--- src/rtl/aud_dsp_gen2.sv ---
// Audio clip player datapath: fetches stored samples from SRAM and paces them to a DAC player.
// Supports fast, zero-order-hold and linear-interpolation slow playback in either direction.
module aud_dsp_gen2 #(
  parameter int DATA_W  = 16,
  parameter int ADDR_W  = 20,
  parameter int SPEED_W = 4,
  parameter int RD_LAT  = 2
) (
  input  logic              i_clk,
  input  logic              i_rst_n,
  input  logic              i_start,
  input  logic              i_pause,
  input  logic              i_stop,
  input  logic              i_fast,
  input  logic              i_slow_0,
  input  logic              i_slow_1,
  input  logic              i_reverse,
  input  logic [SPEED_W-1:0] i_speed,
  input  logic [ADDR_W-1:0] i_end_addr,
  input  logic              i_daclrck,
  input  logic [DATA_W-1:0] i_sram_data,
  output logic [ADDR_W-1:0] o_sram_addr,
  output logic [DATA_W-1:0] o_dac_data,
  output logic              o_player_en,
  input  logic              i_player_ack,
  output logic              o_done
);

  localparam int CALC_W = DATA_W + SPEED_W + 1;
  localparam int LAT_W  = $clog2(RD_LAT + 1) + 1;

  typedef enum logic [2:0] {
    S_IDLE,
    S_FETCH,
    S_CALC,
    S_WAIT_LRCK,
    S_PLAY,
    S_PAUSED
  } state_t;

  typedef enum logic [1:0] {
    M_NORM,
    M_FAST,
    M_ZOH,
    M_LIN
  } mode_t;

  state_t                    state, state_nx;
  mode_t                     mode_in, mode_lat, mode_sel;
  logic [SPEED_W-1:0]        spd_in, spd_lat, spd_sel, k;
  logic [ADDR_W-1:0]         addr, addr_nx;
  logic [ADDR_W:0]           step, addr_fwd, addr_rev;
  logic signed [DATA_W-1:0]  prev, dac, cur_p0, samp_p1;
  logic [LAT_W-1:0]          lat_cnt;
  logic                      rev, lrck_q, en, done, pause_pend;
  logic                      lrck_fall, span_end, clip_end, fetch_last;

  // prev + ((cur - prev) * k) / speed, truncating toward zero, then truncated to DATA_W
  function automatic logic signed [DATA_W-1:0] lin_interp(
    input logic signed [DATA_W-1:0] p,
    input logic signed [DATA_W-1:0] c,
    input logic [SPEED_W-1:0]       kk,
    input logic [SPEED_W-1:0]       sp
  );
    logic signed [CALC_W-1:0] px, cx, kx, sx, prod, sum;
    px   = $signed({{(SPEED_W+1){p[DATA_W-1]}}, p});
    cx   = $signed({{(SPEED_W+1){c[DATA_W-1]}}, c});
    kx   = $signed({{(DATA_W+1){1'b0}}, kk});
    sx   = $signed({{(DATA_W+1){1'b0}}, sp});
    prod = (cx - px) * kx;
    sum  = px + prod / sx;
    lin_interp = DATA_W'(sum);
  endfunction

  always_comb begin
    mode_in = M_NORM;
    if (i_fast)
      mode_in = M_FAST;
    else if (i_slow_1)
      mode_in = M_LIN;
    else if (i_slow_0)
      mode_in = M_ZOH;
  end

  assign spd_in   = (i_speed == '0) ? SPEED_W'(1) : i_speed;
  assign mode_sel = (k == '0) ? mode_in : mode_lat;
  assign spd_sel  = (k == '0) ? spd_in : spd_lat;

  assign lrck_fall  = lrck_q & ~i_daclrck;
  assign fetch_last = (lat_cnt == LAT_W'(RD_LAT));
  assign span_end   = (mode_lat == M_FAST) || (mode_lat == M_NORM) ||
                      (k == spd_lat - SPEED_W'(1));
  assign step       = (mode_lat == M_FAST) ? {{(ADDR_W+1-SPEED_W){1'b0}}, spd_lat}
                                           : (ADDR_W+1)'(1);
  assign addr_fwd   = {1'b0, addr} + step;
  assign addr_rev   = {1'b0, addr} - step;
  assign clip_end   = rev ? addr_rev[ADDR_W] : (addr_fwd > {1'b0, i_end_addr});
  assign addr_nx    = rev ? addr_rev[ADDR_W-1:0] : addr_fwd[ADDR_W-1:0];

  always_comb begin
    state_nx = state;
    unique case (state)
      S_IDLE:      if (i_start && !i_pause) state_nx = S_FETCH;
      S_FETCH:     if (i_pause) state_nx = S_PAUSED;
                   else if (fetch_last) state_nx = S_CALC;
      S_CALC:      if (i_pause || pause_pend) state_nx = S_PAUSED;
                   else state_nx = S_WAIT_LRCK;
      S_WAIT_LRCK: if (i_pause) state_nx = S_PAUSED;
                   else if (lrck_fall) state_nx = S_PLAY;
      S_PLAY:      if (i_player_ack) begin
                     if (!span_end) state_nx = S_CALC;
                     else if (clip_end) state_nx = S_IDLE;
                     else state_nx = S_FETCH;
                   end
      S_PAUSED:    if (i_start && !i_pause) state_nx = S_FETCH;
      default:     state_nx = S_IDLE;
    endcase
    if (i_stop)
      state_nx = S_IDLE;
  end

  always_ff @(posedge i_clk or negedge i_rst_n) begin
    if (!i_rst_n) begin
      state      <= S_IDLE;
      addr       <= '0;
      prev       <= '0;
      dac        <= '0;
      k          <= '0;
      rev        <= 1'b0;
      lrck_q     <= 1'b0;
      en         <= 1'b0;
      done       <= 1'b0;
      lat_cnt    <= '0;
      pause_pend <= 1'b0;
      mode_lat   <= M_NORM;
      spd_lat    <= SPEED_W'(1);
    end else begin
      state      <= state_nx;
      lrck_q     <= i_daclrck;
      done       <= 1'b0;
      lat_cnt    <= (state == S_FETCH) ? lat_cnt + LAT_W'(1) : '0;
      pause_pend <= (pause_pend || (state == S_PLAY && i_pause)) &&
                    !(state_nx == S_PAUSED || state_nx == S_IDLE);
      if (i_stop) begin
        addr <= rev ? i_end_addr : '0;
        en   <= 1'b0;
        dac  <= '0;
        prev <= '0;
        k    <= '0;
      end else begin
        unique case (state)
          S_IDLE: if (state_nx == S_FETCH) begin
            rev  <= i_reverse;
            addr <= i_reverse ? i_end_addr : '0;
            prev <= '0;
            k    <= '0;
          end
          S_CALC: if (k == '0) begin
            mode_lat <= mode_in;
            spd_lat  <= spd_in;
          end
          S_WAIT_LRCK: if (state_nx == S_PLAY) begin
            en  <= 1'b1;
            dac <= samp_p1;
          end
          S_PLAY: if (i_player_ack) begin
            en <= 1'b0;
            if (!span_end) begin
              k <= k + SPEED_W'(1);
            end else begin
              k    <= '0;
              prev <= cur_p0;
              if (clip_end) begin
                done <= 1'b1;
                addr <= rev ? i_end_addr : '0;
              end else begin
                addr <= addr_nx;
              end
            end
          end
          default: ;
        endcase
      end
    end
  end

  // Stage p0: capture SRAM word once the read latency has elapsed
  // Stage p1: form the output sample for the current interpolation index
  always_ff @(posedge i_clk) begin
    if (state == S_FETCH && fetch_last)
      cur_p0 <= i_sram_data;
    if (state == S_CALC)
      samp_p1 <= (mode_sel == M_LIN) ? lin_interp(prev, cur_p0, k, spd_sel) : cur_p0;
  end

  assign o_sram_addr = addr;
  assign o_dac_data  = dac;
  assign o_player_en = en;
  assign o_done      = done;

endmodule

--- config.mk ---
export PLATFORM = sky130hd
export DESIGN_NAME = aud_dsp_gen2
export DESIGN_NICKNAME = d
export VERILOG_FILES = /design/src/rtl/aud_dsp_gen2.sv
export SDC_FILE = /design/constraint.sdc
export NUM_CORES = 1
export LEC_CHECK = 0
export ABC_AREA = 1
export BUFFER_PORTS_ARGS = -buffer_cell sky130_fd_sc_hd__clkbuf_2
export CAP_MARGIN = 20
export CORE_ASPECT_RATIO = 0.8
export CORE_MARGIN = 2
export CORE_UTILIZATION = 55
export CTS_CLUSTER_SIZE = 40
export DETAILED_ROUTE_END_ITERATION = 7
export PLACE_DENSITY = 0.8
export SLEW_MARGIN = 20
export SYNTH_ARGS = -nofsm -noshare
export SYNTH_HDL_FRONTEND = slang
export SYNTH_SLANG_ARGS = --single-unit
--- constraint.sdc ---
create_clock -name i_clk -period 102 [get_ports i_clk]
set_input_delay 15.3 -clock i_clk [delete_from_list [all_inputs] [get_ports i_clk]]
set_output_delay 15.3 -clock i_clk [all_outputs]
set_load 0.01 [all_outputs]
; Word-level counts from Yosys, hierarchy flattened
; Cells that the tools add are included.
[totals]
regBits = 105
in_bits = 51
out_inout_bits = 38
word_cells = 123
[classes]
add_sub_neg = 7
multipliers = 1
div = 1
order_cmp = 1
n_eq_ne = 16
muxes = 52
bitwise = 3
n_reduce_logical = 27
[op_table]
columns = operator, n
row1 = $mux W20, 8
row2 = $mux W16, 8
row3 = $pmux W20 S2, 1
row4 = $pmux W16 S2, 1
row5 = $mux W4, 7
row6 = $mux W3, 9
row7 = $add A20 B4 Y21, 1
row8 = $div A21 B5 Y21, 1
row9 = $gt A21 B20 Y1, 1
row10 = $mul A17 B5 Y21, 1
row11 = $sub A20 B4 Y21, 1
row12 = $sub A16 B16 Y17, 1
row13 = $add A16 B16 Y16, 1
row14 = $pmux W3 S5, 1
row15 = $eq A3 B3 Y1 const B, 4
row16 = $ne A3 B3 Y1 const B, 4
row17 = $mux W1, 10
row18 = $mux W2, 5
row19 = $eq A3 B2 Y1 const B, 3
row20 = $reduce_and A3 Y1, 3
row21 = $logic_not A4 Y1, 2
row22 = $pmux W4 S2, 1
row23 = $eq A3 B1 Y1 const B, 2
row24 = $logic_not A3 Y1, 2
row25 = other kinds (18), 30

; Depth between registers and ports, before layout
; Gate-level depths: netlist of run 1.
[logic_depth]
ltp_word = 14
depth_mapped = 300
ltp_nobuf = 291

; Least setup slack after synthesis of run 1
; No wires, ideal clock.
[synth_timing]
kind = input-to-reg
startpoint = input port i_speed[1]
endpoint = register samp_p1[15] (data pin)
setup_time_ns = 0.254
arrival_time_ns = 49.593
required_ns = 101.746
setup_slack_ns = 52.153
stages = 255
n_path_buf = 9
path_cell_list = o21ai_0 inv_1 nor2_1 nand2_1 a21boi_0 ha_1 o21ai_0 a21oi_1 inv_2 or2_2 nand2_1 ha_1 inv_1 o21bai_1 nand2_1 a21oi_1 inv_1 or2_2 [... 219 more ...] a21oi_1 nor2_1 nor2_1 o21bai_1 nand2_1 nand2_1 a21oi_1 inv_1 nand3_1 nand2_1 and2_1 o21a_1 nor2_1 xor2_1 xor2_1 nand3_1 nand3_1 nand2_1
[synth_via]
elab_chain_cells = 6
[synth_lines]
columns = element, line_no
row1 = "start, declared", 18  ; input logic [SPEED_W-1:0] i_speed,
row2 = $logic_not A4 Y1, 85  ; assign spd_in = (i_speed == '0) ? SPEED_W'(1) : i_speed;
row3 = $mux W4 (*), 85
row4 = $mux W4 (*), -
row5 = $div A21 B5 Y21 (*), 71  ; sum = px + prod / sx;
row6 = $add A16 B16 Y16 (*), 71
row7 = $mux W16 (*), 193  ; samp_p1 <= (mode_sel == M_LIN) ? lin_interp(prev, cur_p0, k, spd_sel) : cur_p0;
row8 = "end signal, assigned", 193
row9 = "end, declared", 53  ; logic signed [DATA_W-1:0] prev, dac, cur_p0, samp_p1;
; Every way passes the cells marked *; elsewhere a longest branch is shown, timed or not.
; A chain may end at the register's enable or synchronous reset.

; Worst setup path after layout of run 1
[layout_timing]
startpoint = input port i_speed[1]
endpoint = register samp_p1[15] (data pin)
[layout_via]
elab_chain_cells = 6
[layout_lines]
columns = element, line_no
row1 = $logic_not A4 Y1, 85
row2 = $mux W4, 85
row3 = $mux W4, -
row4 = net spd_sel[0], 50  ; logic [SPEED_W-1:0] spd_in, spd_lat, spd_sel, k;
row5 = $div A21 B5 Y21, 71
row6 = $add A16 B16 Y16, 71
row7 = $mux W16, 193
; The timed path passes the listed nets, and every way through them passes these cells.

==> results.md, run 1 <==
* Status: finished clean
* Reg2reg path depth at 278
* Pins Over Slew Limit at 0
* Die Ht at 175.7 um
* Post-synthesis sequential area ratio at 0.1376
* Critical path type: in2reg
* Clock slew at reported path FFs at approximately 0.09 ns
* Final worst-path cycle share at 0.5373
* Clock Path Buffers at 2
* Worst hold path type: reg2reg
* Row Count at 62
* Fin nets at 3668
* I/O pins at 89
* # H-tree levels at 3
* CP peak stage delay at 0.57 ns
* Total clock buffers created by CTS at 9
* Clock Latency Late Sink at 0.37 ns
* Maximum clock frequency at ~0.018 GHz
* Cell Area, Synth at 0.02027 sq mm
* Layout area overhead at 5.637%
* GRT Util Overall at 0.2996
* Fillcell total at 3543
* Largest cells by area after synthesis: nand2_1 16%, ha_1 11%, inv_1 9.6%
* Syn Area/Cell at approximately 6.1 sq um
* Max-cap violations at 0
* Drt drc at 0
* Largest net degree at the start of global routing at 51
* RSZ-0062 raised after global routing: false
* # setup viols final at 0
* Post-synth EDFFs at 32
* Critical path capture point type: flip-flop
* Hpwl dp at 46.75 mm
* Crit-path max FO at 26
* Number of global-route vias before repair at 19280
* Setup Skew at 0.01189 ns
* TritonCTS clock tree: done
* Drt initial violations at 1940
* CP required at ~100 ns
* Die area at approximately 0.038 sq mm
* FF/Latch Area at 0.002789 sq mm
* Syn nets at 3618
* #FFs+latches synth at 105
* Async SR Flop Fraction at 0.6952
* Share of cells above drive strength 1 at 0.09000
* Total grt overflow at 0
* CTS sink cnt at between 100 and 150
* WL/cell at 14.68 um
* Top cell type's share of synthesized area at 0.1634
* Total setup buffers inserted after CTS at 0
* WP data arrival at 54.93 ns
* Synth cell types at 69
* Core area at 0.03607 sq mm
* Slew headroom at 0.2966
* Crit path top cell by count: nand2_1
* Routability cong. at 1.014
* Via-to-Cell Ratio at 5.510
* Critical Path Source Type: input port
* Hold Crit Depth at 1
* Initial antenna violation count at 1
* Setup TNS at 0 ns
* Buffer type at the clock tree root: clkbuf_16
* PostCTS Resize Cnt at 0
* Hold-fix buffers, CTS at 0
* Final Hold Fails at 0
* Drt pass-1 iters at 6
* Area of the multi-input gates at 0.01506 sq mm
* Port bufs at 88
* Initial core utilization at 0.5618
* Die Span X at 218.6 um
* Time the worst path needs with I/O delays and setup at 54.80 ns
* Syn Inst Count at 3345
* Final WL at roughly 57 mm
* First-pass GRT wire length at ~95 mm
* Worst-Margin Slew at 1.054 ns
* Ys flop type: dfrtp_1
* Crit-path slowest cell: inv_1
* Yosys warns at 0
* Area leader, netlist: nand2_1
* Via count at roughly 21000
* Antenna viol nets, final at 0
Yosys cell counts (all sizes together) (5+ instances only):
master and instances:
nand2 933, inv 544, nor2 403, nand3 339, ha 184, o21ai 173
a21oi 129, xor2 106, dfrtp 72, nand4 67, fa 38, nor3 38
xnor2 36, clkbuf 34, edfxtp 32, buf 27, or2 19, o21bai 18
clkinv 17, nand3b 16, a31oi 13, o31ai 13, a22oi 12, nor4 11
o211ai 11, and2 9, a211oi 7, o21a 5, o32ai 5
metal layers:
metal	track usage	wire length, um	up-vias
met5	0	0	-
met4	0.05839	947	0
met3	0.04797	5008	57
met2	0.4500	23670	785
met1	0.4497	27350	9632
li1	-	-	10910
sequential cells by signal, summed over array words and instances (netlist names):
register,count
o_dac_data,16
mode_lat,2
prev,16
o_done,1
lrck_q,1
o_sram_addr,20
o_player_en,1
rev,1
k,4
cur_p0,16
lat_cnt,3
pause_pend,1
samp_p1,16
spd_lat,4
state,3
path summary, 6_finish.rpt:
kind | slack [ns] | from | to
max in group asynchronous | 86.15 | i_rst_n | prev[14]$_DFFE_PN0P_
min reg2reg | 0.49 | lat_cnt[0]$_DFF_PN0_ | lat_cnt[0]$_DFF_PN0_
min | 0.49 | lat_cnt[0]$_DFF_PN0_ | lat_cnt[0]$_DFF_PN0_
min in group asynchronous | 14.84 | i_rst_n | o_sram_addr[14]$_DFFE_PN0P_
max | 47.20 | i_speed[1] | samp_p1[15]$_DFFE_PP_
max reg2reg | 56.72 | prev[2]$_DFFE_PN0P_ | samp_p1[15]$_DFFE_PP_
worst max-delay path, delay by kind of cell:
kind / cells / cell delay, ns
AO/OA/AOI/OAI: 64 / 10.50
XOR/XNOR: 3 / 0.57
adder cells (fa/ha/maj): 23 / 7.05
buffers and inverters: 40 / 4.01
AND/OR/NAND/NOR: 119 / 17.41
placed cells by master, fill, tap and decap left out, drive strengths merged, types with 4 or more instances in the layout:
cell type and count:
nand2 933, inv 547, nor2 403, nand3 339, ha 184, o21ai 173, a21oi 129, xor2 106
clkbuf 96, dfrtp 72, nand4 67, nor3 38, fa 38, xnor2 36, edfxtp 32, clkinv 21
or2 19, o21bai 18, nand3b 16, a31oi 13, o31ai 13, buf 13, a22oi 12, nor4 11
o211ai 11, and2 9, a211oi 7, o21a 5, o32ai 5, a21o 4, mux2 4
layout make-up:
class | count | share of cell area
clock buffer | 9 | 0.01052
sequential | 105 | 0.1303
clock inverter | 7 | 0.004383
inverter | 561 | 0.09836
antenna | 1 | 0.0001169
multi-input combinational | 2618 | 0.7034
tap | 480 | 0.02805
timing repair buffer | 100 | 0.02490
through the flow:
stage | cell area [sq um] | util | instances | hold WS [ns] | setup slack (ns)
after detailed placement | 21090 | 0.5845 | 3864 | 0.4646 | 47.18
final | 21410 | 0.5935 | 3881 | 0.4856 | 47.20
after CTS | 21400 | 0.5934 | 3880 | 0.4825 | 47.55
after global routing | 21410 | 0.5934 | 3880 | 0.5161 | 41.92
after floorplan | 20270 | - | 3345 | 0.4322 | 52.15
after global placement | 21090 | 0.5845 | 3864 | 0.4560 | 48.92
kinds of logic after synthesis:
| logic type | after synthesis | share of synthesized area |
|---|---|---|
| compound gates | 409 | 0.1171 |
| xor+xnor | 142 | 0.06174 |
| fa+ha+maj | 222 | 0.1511 |
| buf+inv | 622 | 0.1205 |
| flops | 105 | 0.1376 |
| mux | 4 | 0.002222 |
| simple gates | 1841 | 0.4097 |
Power of run 1 is not shown: default switching activity piles up to over one toggle a cycle in this logic, so the estimate is an artifact.
==> run 2: changes to the inputs <==
Settings changed: ABC_AREA 1 to 0, PLACE_DENSITY 0.8 to 0.81.
Clock period 102 ns to 53.8 ns, I/O delays scaled along.
==> results.md, run 2 <==
* Critical path type: in2reg
* Crit-path max FO at 12
* Dpl cells at between 3000 and 4000
* Crit-path slowest cell: or4_4
* Routability cong. at 0.9866
* Max-cap violations at 0
* Final WL at 57.69 mm
* Syn Area/Cell at 7.595 sq um
* Most common cell in the netlist: nor2_1
* Die Span X at between 200 and 250 um
* Die Ht at 170.4 um
* Maximum clock frequency at 0.01957 GHz
* Syn Inst Count at approximately 2500
* Clock Path Buffers at 2
* Finished Core Util at 0.6136
* Syn nets at 2781
* Final Instance Area at roughly 0.021 sq mm
* CTS sink cnt at ~110
* Initial core utilization at 0.5626
* Total grt overflow at 0
* Worst R2R Start: prev[1]$_DFFE_PN0P_
* Clock slew at reported path FFs at about 0.08 ns
* Final Hold Fails at 0
* Most frequent cells in the layout: 220 x nor2_1, 209 x nand2_1, 184 x ha_1
* Antenna viol nets, final at 0
* TritonCTS clock tree: done
* Die area at 0.03614 sq mm
* Setup Skew at 0.01488 ns
* Clock Latency Late Sink at 0.37 ns
* Hold Crit Start: samp_p1[9]$_DFFE_PP_
* Via count at 19680
* Reg2reg path depth at 245
* Synth cell types at 117
* Dpl cell area at 0.02005 sq mm
* Port bufs at 88
* Async SR Flop Fraction at 0.6952
* Final worst-path cycle share at 0.9498
* WL/cell at about 19 um
* Slew headroom at 0.3191
* Largest net degree at the start of global routing at between 70 and 80
* #FFs+latches synth at 105
* Via-to-Cell Ratio at 6.448
* Crit path top cell by count: ha_1
* WP data arrival at 51.21 ns
* First-pass GRT wire length at between 90 and 100 mm
* # H-tree levels at 3
* Setup slack after layout at 2.703 ns
* Cell Area, Synth at between 0.015 and 0.02 sq mm
* Area of the multi-input gates at about 0.016 sq mm
* GRT Util Overall at 0.3143
* Share of cells above drive strength 1 at 0.1254
* Critical path capture point type: flip-flop
* # setup viols final at 0
* Initial antenna violation count at 4
* Worst-Margin Slew at 1.018 ns
* Layout area overhead at 9.078%
* Time the worst path needs with I/O delays and setup at roughly 50 ns
* I/O pins at 89
* Hpwl dp at between 40 and 50 mm
* Drt initial violations at 2074
* Row Count at 60
* Fillcell total at approximately 3000
* CP required at 53.91 ns
* Status: finished clean
* Critical Path Source Type: input port
* Largest cells by area after synthesis: ha_1 12%, dfrtp_1 9.5%, xnor2_1 5.4%
* Drt drc at 0
* Ys flop type: dfrtp_1
* Setup WS pre-CTS at -1.547 ns
* Drt pass-1 iters at 6
* CP startpoint: i_speed[1]
* Hold Crit Depth at 2
* Total clock buffers created by CTS at 9
* Synth top cells by count: 228 x nor2_1, 212 x nand2_1, 187 x a21oi_1
* Pins Over Slew Limit at 0
* Area leader, netlist: ha_1
* Worst hold path type: reg2reg
* Post-Layout Cell Count at 3052
* FF/Latch Area at 0.002789 sq mm
* Top cell type's share of synthesized area at 0.1209
* CP peak stage delay at 0.58 ns
* Commonest non-fill, non-tap cell in the layout: nor2_1
* Fin nets at 2852
* Core area at 0.03386 sq mm
* Post-synth EDFFs at 32
* Number of global-route vias before repair at roughly 18000
* Number of flip-flops in the largest register at 20
* Post-synthesis sequential area ratio at 0.1464
* Yosys warns at 0
* Buffer type at the clock tree root: clkbuf_16
-- run 2: cell types whose count changed in the layout (fill, tap and decap cells not counted), sizes merged, moves of 37 or more --
cell,change
nand3,-267
mux2i,+37
nor2,-172
a21oi,+60
and2,+61
a21o,+52
inv,-380
xor2,-46
nor3,+52
nand2,-718
buf,+43
xnor2,+82
o21a,+39
-- run 2: worst paths after layout --
| path | to | slack (ns) |
|---|---|---|
| worst max-delay path | samp_p1[15]$_DFFE_PP_ | 2.70 |
| worst min-delay path | o_dac_data[9]$_DFFE_PN0P_ | 0.44 |
| worst max register to register | samp_p1[15]$_DFFE_PP_ | 3.43 |
| worst min register to register | o_dac_data[9]$_DFFE_PN0P_ | 0.44 |
| max in group asynchronous | o_dac_data[11]$_DFFE_PN0P_ | 45.27 |
| min in group asynchronous | o_sram_addr[5]$_DFFE_PN0P_ | 7.83 |
-- run 2: final cells by class --
cell class / instances / area share
multi-input cells: 2156 / 0.7528
flip-flops and latches: 105 / 0.1342
repair buffers: 143 / 0.04119
inverters: 164 / 0.02963
well taps: 465 / 0.02800
clock buffers: 10 / 0.01102
clock inverters: 6 / 0.002770
diodes: 3 / 0.0003613
-- run 2: logic make-up after synthesis --
kind of cell             Yosys count  share of synthesized area
flip-flops                       105                     0.1464
adder cells (fa/ha/maj)          223                     0.1613
multiplexers                      65                    0.03639
buffers and inverters            247                    0.04992
AND/OR/NAND/NOR                  950                     0.2564
AO/OA/AOI/OAI                    740                     0.2673
XOR/XNOR                         178                    0.08224
-- run 2: critical path: cells and delay by family --
kind	cells	cell delay, ns
xor+xnor	3	0.85
simple gates	75	14.19
fa+ha+maj	23	6.98
compound gates	101	18.12
buf+inv	7	1.09
mux	7	1.90
-- run 2: metal layers --
metal	part of all wire	GRT usage	vias up
li1	-	-	9368
met1	0.46	0.4586	9323
met2	0.42	0.4633	890
met3	0.10	0.07511	96
met4	0.021	0.07532	2
met5	0.00023	0	-
-- run 2: metrics by stage --
step | hold WS, ns | TNS, ns
CTS | 0.4407 | 0
global placement | 0.4190 | 0
finish | 0.4388 | 0
detailed placement | 0.4213 | -7.175
global route | 0.4521 | -0.5483
floorplan | 0.4146 | 0
-- run 2: timing repair --
action,in CTS,in global routing
hold buffers,0,0
buffers inserted,4,14
resized for setup,8,70
setup endpoints to repair,8,16
pin swaps,2,11
Power of run 2 is left out for the same reason.
